[config.mk]
export PLATFORM = sky130hd
export DESIGN_NAME = fifo8x9_ctrl
export DESIGN_NICKNAME = d
export VERILOG_FILES = /design/src/rtl/fifo8x9_ctrl.sv
export SDC_FILE = /design/constraint.sdc
export NUM_CORES = 1
export LEC_CHECK = 0
export CAP_MARGIN = 20
export CORE_UTILIZATION = 52
export DETAILED_ROUTE_END_ITERATION = 6
export PLACE_DENSITY = 0.82
export SLEW_MARGIN = 20
export SYNTH_ARGS = -nofsm -noshare
export SYNTH_HDL_FRONTEND = slang
export SYNTH_SLANG_ARGS = --single-unit
[constraint.sdc]
create_clock -name clk -period 2.3 [get_ports clk]
set_input_delay 0.46 -clock clk [delete_from_list [all_inputs] [get_ports clk]]
set_output_delay 0.46 -clock clk [all_outputs]
set_load 0.005 [all_outputs]
[src/rtl/fifo8x9_ctrl.sv]
// fifo8x9_ctrl -- sequencing controller for a small FIFO (8 words by default).
//
// Serialises held push/pop/clear requests into one-cycle storage and pointer
// strobes, and tracks the occupancy of the FIFO it drives.
//
// Ports
//   clk                 : single clock, rising edge
//   rst                 : asynchronous reset, active low
//   push, pop           : level requests, held by the requester until acked
//   clear               : synchronous flush request
//   wren, rden          : storage write / read enables
//   WrInc, RdInc        : pointer increment strobes (used as edges by the FIFO)
//   WrPtrClr, RdPtrClr  : pointer clear strobes
//   push_ack, pop_ack   : one-cycle completion pulses
//   full, empty         : occupancy flags, registered alongside count
//   count               : stored words, 0..DEPTH
//   overflow, underflow : sticky error flags, cleared by CLEAR or reset
module fifo8x9_ctrl #(
    parameter int Addr_width = 3
) (
    input  logic                  clk,
    input  logic                  rst,
    input  logic                  push,
    input  logic                  pop,
    input  logic                  clear,
    output logic                  wren,
    output logic                  rden,
    output logic                  WrInc,
    output logic                  RdInc,
    output logic                  WrPtrClr,
    output logic                  RdPtrClr,
    output logic                  push_ack,
    output logic                  pop_ack,
    output logic                  full,
    output logic                  empty,
    output logic [Addr_width:0]   count,
    output logic                  overflow,
    output logic                  underflow
);

    localparam int                 DEPTH   = 1 << Addr_width;
    localparam logic [Addr_width:0] CNT_MAX = (Addr_width+1)'(DEPTH);
    localparam logic [Addr_width:0] CNT_ONE = (Addr_width+1)'(1);

    typedef enum logic [2:0] {
        IDLE  = 3'd0,
        WRITE = 3'd1,
        WINC  = 3'd2,
        READ  = 3'd3,
        RINC  = 3'd4,
        CLEAR = 3'd5
    } state_t;

    state_t                state_q, state_d;
    logic [Addr_width:0]   count_q, count_d;
    logic                  full_q, full_d;
    logic                  empty_q, empty_d;
    logic                  ovf_q, ovf_d;
    logic                  udf_q, udf_d;
    logic                  pri_q, pri_d;
    logic                  wren_q, wren_d;
    logic                  rden_q, rden_d;
    logic                  wrinc_q, wrinc_d;
    logic                  rdinc_q, rdinc_d;
    logic                  wrclr_q, wrclr_d;
    logic                  rdclr_q, rdclr_d;
    logic                  pack_q, pack_d;
    logic                  poack_q, poack_d;

    logic                  push_ok, pop_ok;
    logic                  go_write, go_read;
    logic [Addr_width:0]   count_inc, count_dec;

    // A request is only eligible when the FIFO can actually honour it.
    assign push_ok   = push && !full_q;
    assign pop_ok    = pop && !empty_q;
    assign count_inc = count_q + CNT_ONE;
    assign count_dec = count_q - CNT_ONE;

    always_comb begin
        state_d  = state_q;
        count_d  = count_q;
        full_d   = full_q;
        empty_d  = empty_q;
        ovf_d    = ovf_q;
        udf_d    = udf_q;
        pri_d    = pri_q;
        wren_d   = 1'b0;
        rden_d   = 1'b0;
        wrinc_d  = 1'b0;
        rdinc_d  = 1'b0;
        wrclr_d  = 1'b0;
        rdclr_d  = 1'b0;
        pack_d   = 1'b0;
        poack_d  = 1'b0;
        go_write = 1'b0;
        go_read  = 1'b0;

        case (state_q)
            IDLE: begin
                if (clear) begin
                    // Flush wins; any push/pop stays pending for a later IDLE.
                    state_d = CLEAR;
                    wrclr_d = 1'b1;
                    rdclr_d = 1'b1;
                end else begin
                    if (push && full_q)  ovf_d = 1'b1;
                    if (pop  && empty_q) udf_d = 1'b1;
                    if (push_ok && pop_ok) begin
                        // Contended: pri picks the winner and flips for fairness.
                        pri_d    = ~pri_q;
                        go_write = pri_q;
                        go_read  = ~pri_q;
                    end else begin
                        go_write = push_ok;
                        go_read  = pop_ok;
                    end
                    if (go_write) begin
                        state_d = WRITE;
                        wren_d  = 1'b1;
                    end else if (go_read) begin
                        state_d = READ;
                        rden_d  = 1'b1;
                    end
                end
            end
            WRITE: begin
                state_d = WINC;
                wrinc_d = 1'b1;
                pack_d  = 1'b1;
            end
            WINC: begin
                state_d = IDLE;
                count_d = count_inc;
                full_d  = (count_inc == CNT_MAX);
                empty_d = 1'b0;
            end
            READ: begin
                state_d = RINC;
                rdinc_d = 1'b1;
                poack_d = 1'b1;
            end
            RINC: begin
                state_d = IDLE;
                count_d = count_dec;
                full_d  = 1'b0;
                empty_d = (count_q == CNT_ONE);
            end
            CLEAR: begin
                state_d = IDLE;
                count_d = '0;
                full_d  = 1'b0;
                empty_d = 1'b1;
                ovf_d   = 1'b0;
                udf_d   = 1'b0;
            end
            default: state_d = IDLE;
        endcase
    end

    // Strobes are registered together with the state they belong to, so every
    // output is a flop output and WrInc/RdInc cannot glitch.
    always_ff @(posedge clk or negedge rst) begin
        if (!rst) begin
            state_q <= IDLE;
            count_q <= '0;
            full_q  <= 1'b0;
            empty_q <= 1'b1;
            ovf_q   <= 1'b0;
            udf_q   <= 1'b0;
            pri_q   <= 1'b0;
            wren_q  <= 1'b0;
            rden_q  <= 1'b0;
            wrinc_q <= 1'b0;
            rdinc_q <= 1'b0;
            wrclr_q <= 1'b0;
            rdclr_q <= 1'b0;
            pack_q  <= 1'b0;
            poack_q <= 1'b0;
        end else begin
            state_q <= state_d;
            count_q <= count_d;
            full_q  <= full_d;
            empty_q <= empty_d;
            ovf_q   <= ovf_d;
            udf_q   <= udf_d;
            pri_q   <= pri_d;
            wren_q  <= wren_d;
            rden_q  <= rden_d;
            wrinc_q <= wrinc_d;
            rdinc_q <= rdinc_d;
            wrclr_q <= wrclr_d;
            rdclr_q <= rdclr_d;
            pack_q  <= pack_d;
            poack_q <= poack_d;
        end
    end

    assign wren      = wren_q;
    assign rden      = rden_q;
    assign WrInc     = wrinc_q;
    assign RdInc     = rdinc_q;
    assign WrPtrClr  = wrclr_q;
    assign RdPtrClr  = rdclr_q;
    assign push_ack  = pack_q;
    assign pop_ack   = poack_q;
    assign full      = full_q;
    assign empty     = empty_q;
    assign count     = count_q;
    assign overflow  = ovf_q;
    assign underflow = udf_q;

endmodule

==> results.sh, run 1 <==
export IMPL_rrSetupSlack_ns=0.65
export IMPL_track_usage=0.204
export IMPL_drc=0
export IMPL_synth_top_area_cell="dfrtp_1"
export IMPL_dieWidth_um=44.6
export IMPL_skew_ns=0.00240
export IMPL_gp_congestion=0.794
export IMPL_clock_sinks=17
export IMPL_clockRootBuffer="clkbuf_4"
export IMPL_antenna_found_initial=0
export IMPL_grt_max_degree=22
export IMPL_regArea_um2=427
export IMPL_cpPeakStageDelay_ns=0.58
export IMPL_cp_arrival_ns=1.37
export IMPL_synth_commonest_cells="dfrtp_1 (16), a21oi_1 (5), nor2_1 (5)"
export IMPL_crit_chain="clkdlybuf4s50_1"
export IMPL_hold_violations=0
export IMPL_grt_overflow=0
export IMPL_final_area_mm2=0.00117
export IMPL_grt_pass1_wl_um=2840
export IMPL_slew_headroom=0.556
export IMPL_synthTopCellsByArea="dfrtp_1 (42%), ha_1 (5.3%), mux2i_1 (3.2%), dfstp_2 (2.8%), a21oi_1 (2.7%)"
export IMPL_worst_slew_pin_slew_ns=0.666
export IMPL_critPathSlowestCell="dfstp_2"
export IMPL_fmax_ghz=0.547
export IMPL_n_antenna_cell=0
export IMPL_rows=15
export IMPL_hp_class="in2async"
export IMPL_hpwl_um=1320
export IMPL_startpoint_type="register"
export IMPL_cp_data_required_time_ns=1.84
export IMPL_ant_nets=0
export IMPL_clk_pin_slew_ns=0.09
export IMPL_grt_pass1_vias=617
export IMPL_syn_area_um2=943
export IMPL_portBuffers=20
export IMPL_rsz0062_at_grt="false"
export IMPL_fp_dieH_um=44.6
export IMPL_path_max_fanout=6
export IMPL_synth_seq_area_share=0.452
export IMPL_drive_gt1_frac=0.0714
export IMPL_final_period_utilization=0.795
export IMPL_synthFlopType="dfrtp_1"
export IMPL_clockBufferDepth=2
export IMPL_core_mm2=0.00171
export IMPL_synth_cell_type_count=38
export IMPL_synth_top_area_share=0.424
export IMPL_cts_setup_buffers=0
export IMPL_cts_hold_buf=0
export IMPL_vdd_drop_max_v=0.000773
export IMPL_drt_total_wl_um=1840
export IMPL_synth_async_reset_ratio=1.00
export IMPL_syn_nets=103
export IMPL_fin_util=0.683
export IMPL_cts_inserted_buffers=3
export IMPL_place_area_mm2=0.00114
export IMPL_synth_most_common_cell="dfrtp_1"
export IMPL_initialDrtViolationCount=22
export IMPL_ctsResizeCount=0
export IMPL_multi_input_area_um2=448
export IMPL_h_tree_depth=1
export IMPL_synth_edf_count=0
export IMPL_p_total_uw=1430
export IMPL_insertion_delay_ns=0.28
export IMPL_cts_tree="built"
export IMPL_maxSlewViolCount=0
export IMPL_post_drt_wl_per_cell_um=13.4
export IMPL_place_inst=133
export IMPL_start_util=0.552
export IMPL_fillers=131
export IMPL_final_cells=137
export IMPL_setup_worst_path_end_class="output port"
export IMPL_detail_route_first_pass_iterations=3
export IMPL_areaGrowthSynthToFinish_pct=23.6
export IMPL_synth_seq_cells=17
export IMPL_outcome="finished clean"
export IMPL_pwr_density_cell_mw_per_mm2=1220
export IMPL_path_class="reg2out"
export IMPL_ios=21
export IMPL_finalSetupTns_ns=0
export IMPL_drv_cap=0
export IMPL_ys_warn_count=0
export IMPL_via_count=768
export IMPL_leakage_uw=0.000497
export IMPL_viasPerCell=5.61
export IMPL_crit_family="flip-flops"
export IMPL_synth_cells=94
export IMPL_setup_viol=0
export IMPL_critPathBufInv=1
export IMPL_period_minus_slack_ns=1.83
export IMPL_syn_area_per_cell_um2=10.0
export IMPL_dieArea_mm2=0.00199
export IMPL_nNetsFinal=122
[report_power, final]
group / switching [µW] / internal [µW]
Clock: 86.0 / 67.4
Combinational: 301 / 390
Sequential: 164 / 417
Total: 551 / 875
[routing by layer]
metal	GRT usage	part of all wire	up-vias
li1	-	-	369
met1	0.286	0.46	381
met2	0.300	0.50	16
met3	0.0735	0.036	2
met4	0.0545	0.0071	0
met5	0	0	-
[area by class of cell]
cell class	count	area share
Clock buffer	4	0.0225
Inverter	3	0.00966
Multi-Input combinational cell	65	0.384
Sequential cell	17	0.366
Tap cell	25	0.0268
Timing Repair Buffer	23	0.191
[logic make-up (layout without fill, tap and decap cells)]
logic type,after synthesis,count (layout),share of synthesized area
flops,17,17,0.452
xor+xnor,4,4,0.0371
compound gates,20,20,0.142
fa+ha+maj,4,4,0.0531
mux,3,3,0.0318
buf+inv,12,30,0.0729
simple gates,34,34,0.211
[path summary, 6_finish.rpt]
| kind | from | end | depth (start not counted) |
|---|---|---|---|
| hold / removal | rst | RdPtrClr$_DFF_PN0_ | 2 |
| setup / recovery | empty$_DFFE_PN1P_ | empty | 1 |
| setup reg to reg | state_q[2]$_DFFE_PN0P_ | pri_q$_DFFE_PN0P_ | 3 |
| hold reg to reg | pri_q$_DFFE_PN0P_ | pri_q$_DFFE_PN0P_ | 1 |
| max in group asynchronous | rst | empty$_DFFE_PN1P_ | 2 |
| min in group clk | pri_q$_DFFE_PN0P_ | pri_q$_DFFE_PN0P_ | 1 |
[registers in the layout, indices dropped and copies added (netlist names)]
signal     flops
full           1
wren           1
underflow      1
rden           1
pop_ack        1
push_ack       1
state_q        3
pri_q          1
empty          1
overflow       1
count          4
RdPtrClr       1
[cell usage in the layout, fill, tap and decap left out, types with 2 or more instances in the layout]
cell type         n
xnor2_1           2
o211ai_1          2
nand2_1           4
a21oi_1           5
inv_1             3
a211oi_1          2
nand2b_1          4
nor2_1            5
nor3_1            4
mux2i_1           3
dfrtp_1          16
clkdlybuf4s50_1  20
nor2b_1           4
clkbuf_4          3
nand3_1           2
xor2_1            2
o21ai_1           2
and2_1            3
buf_4             3
a31oi_1           2
ha_1              4
[per-stage QoR]
step           setup slack [ns]  hold slack [ns]
6_report                  0.473            0.486
4_1_cts                   0.457            0.481
3_5_place_dp              0.547            0.521
5_1_grt                   0.412            0.485
3_3_place_gp              0.633            0.506
2_1_floorplan             0.780            0.164
(Power assumes the default switching activity.)
==> inputs of run 2 (changes only) <==
--- a/config.mk
+++ b/config.mk
@@ -6,9 +6,9 @@
 export NUM_CORES = 1
 export LEC_CHECK = 0
 export CAP_MARGIN = 20
-export CORE_UTILIZATION = 52
+export CORE_UTILIZATION = 48
 export DETAILED_ROUTE_END_ITERATION = 6
-export PLACE_DENSITY = 0.82
+export PLACE_DENSITY = 0.77
 export SLEW_MARGIN = 20
 export SYNTH_ARGS = -nofsm -noshare
 export SYNTH_HDL_FRONTEND = slang
==> constraint.sdc (replaced) <==
create_clock -name clk -period 1.9 [get_ports clk]
set_input_delay 0.38 -clock clk [delete_from_list [all_inputs] [get_ports clk]]
set_output_delay 0.38 -clock clk [all_outputs]
set_load 0.005 [all_outputs]
==> results.sh, run 2 (synthesis gave the netlist of run 1 again) <==
export IMPL_crit_chain="clkdlybuf4s50_1"
export IMPL_setup_worst_path_end_class="output port"
export IMPL_use_met1=0.291
export IMPL_slew_headroom=0.704
export IMPL_cts_setup_buffers=0
export IMPL_final_cells=140
export IMPL_clock_sinks=17
export IMPL_h_tree_depth=1
export IMPL_path_max_fanout=10
export IMPL_cts_inserted_buffers=3
export IMPL_worst_slew_pin_slew_ns=0.440
export IMPL_cts_tree="built"
export IMPL_final_common_cell="clkdlybuf4s50_1"
export IMPL_finalWorstSetupSlack_ns=0.126
export IMPL_track_usage=0.201
export IMPL_grt_use_met3=0.0588
export IMPL_core_mm2=0.00178
export IMPL_maxSlewViolCount=0
export IMPL_grt_pass1_wl_um=2990
export IMPL_outcome="finished clean"
export IMPL_drc=0
export IMPL_clockBufferDepth=2
export IMPL_ios=21
export IMPL_grt_pass1_vias=651
export IMPL_rows=15
export IMPL_critPathBufInv=1
export IMPL_cpPeakStageDelay_ns=0.56
export IMPL_ant_nets=0
export IMPL_busiest_layer="met2"
export IMPL_critPathSlowestCell="clkdlybuf4s50_1"
export IMPL_detail_route_first_pass_iterations=4
export IMPL_startpoint_type="register"
export IMPL_holdWs_ns=0.385
export IMPL_gp_congestion=0.764
export IMPL_insertion_delay_ns=0.30
export IMPL_start_util=0.529
export IMPL_most_common_layout_cells="clkdlybuf4s50_1 (20), dfrtp_1 (16), buf_4 (6)"
export IMPL_antenna_found_initial=0
export IMPL_fmax_ghz=0.564
export IMPL_place_inst=136
export IMPL_viasPerCell=5.29
export IMPL_leakage_uw=0.000515
export IMPL_crit_family="buffers and inverters"
export IMPL_hp_class="in2async"
export IMPL_clk_pin_slew_ns=0.10
export IMPL_finalSetupTns_ns=0
export IMPL_portBuffers=20
export IMPL_cts_hold_buf=0
export IMPL_vdd_drop_max_v=0.000763
export IMPL_rsz0062_at_grt="false"
export IMPL_cp_arrival_ns=1.39
export IMPL_drv_cap=0
export IMPL_met2_usage=0.292
export IMPL_largest_reg_flops=4
export IMPL_dieArea_mm2=0.00215
export IMPL_via_count=740
export IMPL_post_drt_wl_per_cell_um=13.1
export IMPL_pwr_density_cell_mw_per_mm2=1490
export IMPL_areaGrowthSynthToFinish_pct=26.1
export IMPL_clockRootBuffer="clkbuf_4"
export IMPL_hold_violations=0
export IMPL_preCtsSetupSlack_ns=0.255
export IMPL_cp_data_required_time_ns=1.52
export IMPL_fp_dieH_um=46.3
export IMPL_ctsResizeCount=0
export IMPL_drt_total_wl_um=1840
export IMPL_initialDrtViolationCount=9
export IMPL_drive_gt1_frac=0.104
export IMPL_skew_ns=0.00644
export IMPL_nNetsFinal=125
export IMPL_dieWidth_um=46.3
export IMPL_hpwl_um=1350
export IMPL_path_class="reg2out"
export IMPL_grt_overflow=0
export IMPL_final_period_utilization=0.934
export IMPL_n_antenna_cell=0
export IMPL_setup_viol=0
export IMPL_grt_max_degree=18
export IMPL_period_minus_slack_ns=1.77
run 2: layer usage:
metal / up-vias / part of all wire / wire [µm]
met3: 3 / 0.043 / 79
li1: 370 / - / -
met5: - / 0 / 0
met1: 350 / 0.49 / 892
met4: 0 / 0.011 / 21
met2: 17 / 0.46 / 845
run 2: worst paths after layout:
path                                            from                 end  slack [ns]  depth (start not counted)
worst min register to register     pri_q$_DFFE_PN0P_   pri_q$_DFFE_PN0P_        0.55                          1
max in group asynchronous                        rst   empty$_DFFE_PN1P_        1.26                          2
min in group clk                   pri_q$_DFFE_PN0P_   pri_q$_DFFE_PN0P_        0.55                          1
worst max-delay path            count[2]$_DFFE_PN0P_            count[2]        0.13                          1
worst max register to register  count[1]$_DFFE_PN0P_    full$_DFFE_PN0P_        0.33                          4
worst min-delay path                             rst  RdPtrClr$_DFF_PN0_        0.39                          2
run 2: report_power, final:
part           internal (µW)  switching (µW)  leakage (µW)
Clock                   78.7             122     0.0000177
Sequential               505             165      0.000219
Combinational            507             396      0.000278
Total                   1090             682      0.000515
run 2: metrics by stage:
stage	utilization	instance area, µm²	power [µW]
floorplan	-	943	1220
global placement	0.652	1160	1570
detailed placement	0.652	1160	1590
CTS	0.667	1190	1790
global route	0.667	1190	1920
finish	0.667	1190	1770
run 2: layout make-up:
cell class                      instances  area, µm²
Multi-Input combinational cell         65        448
Sequential cell                        17        427
Timing Repair Buffer                   26        245
Tap cell                               25       31.3
Inverter                                3       11.3
Fill cell                             143        593
Clock inverter                          1       5.00
Clock buffer                            3       22.5
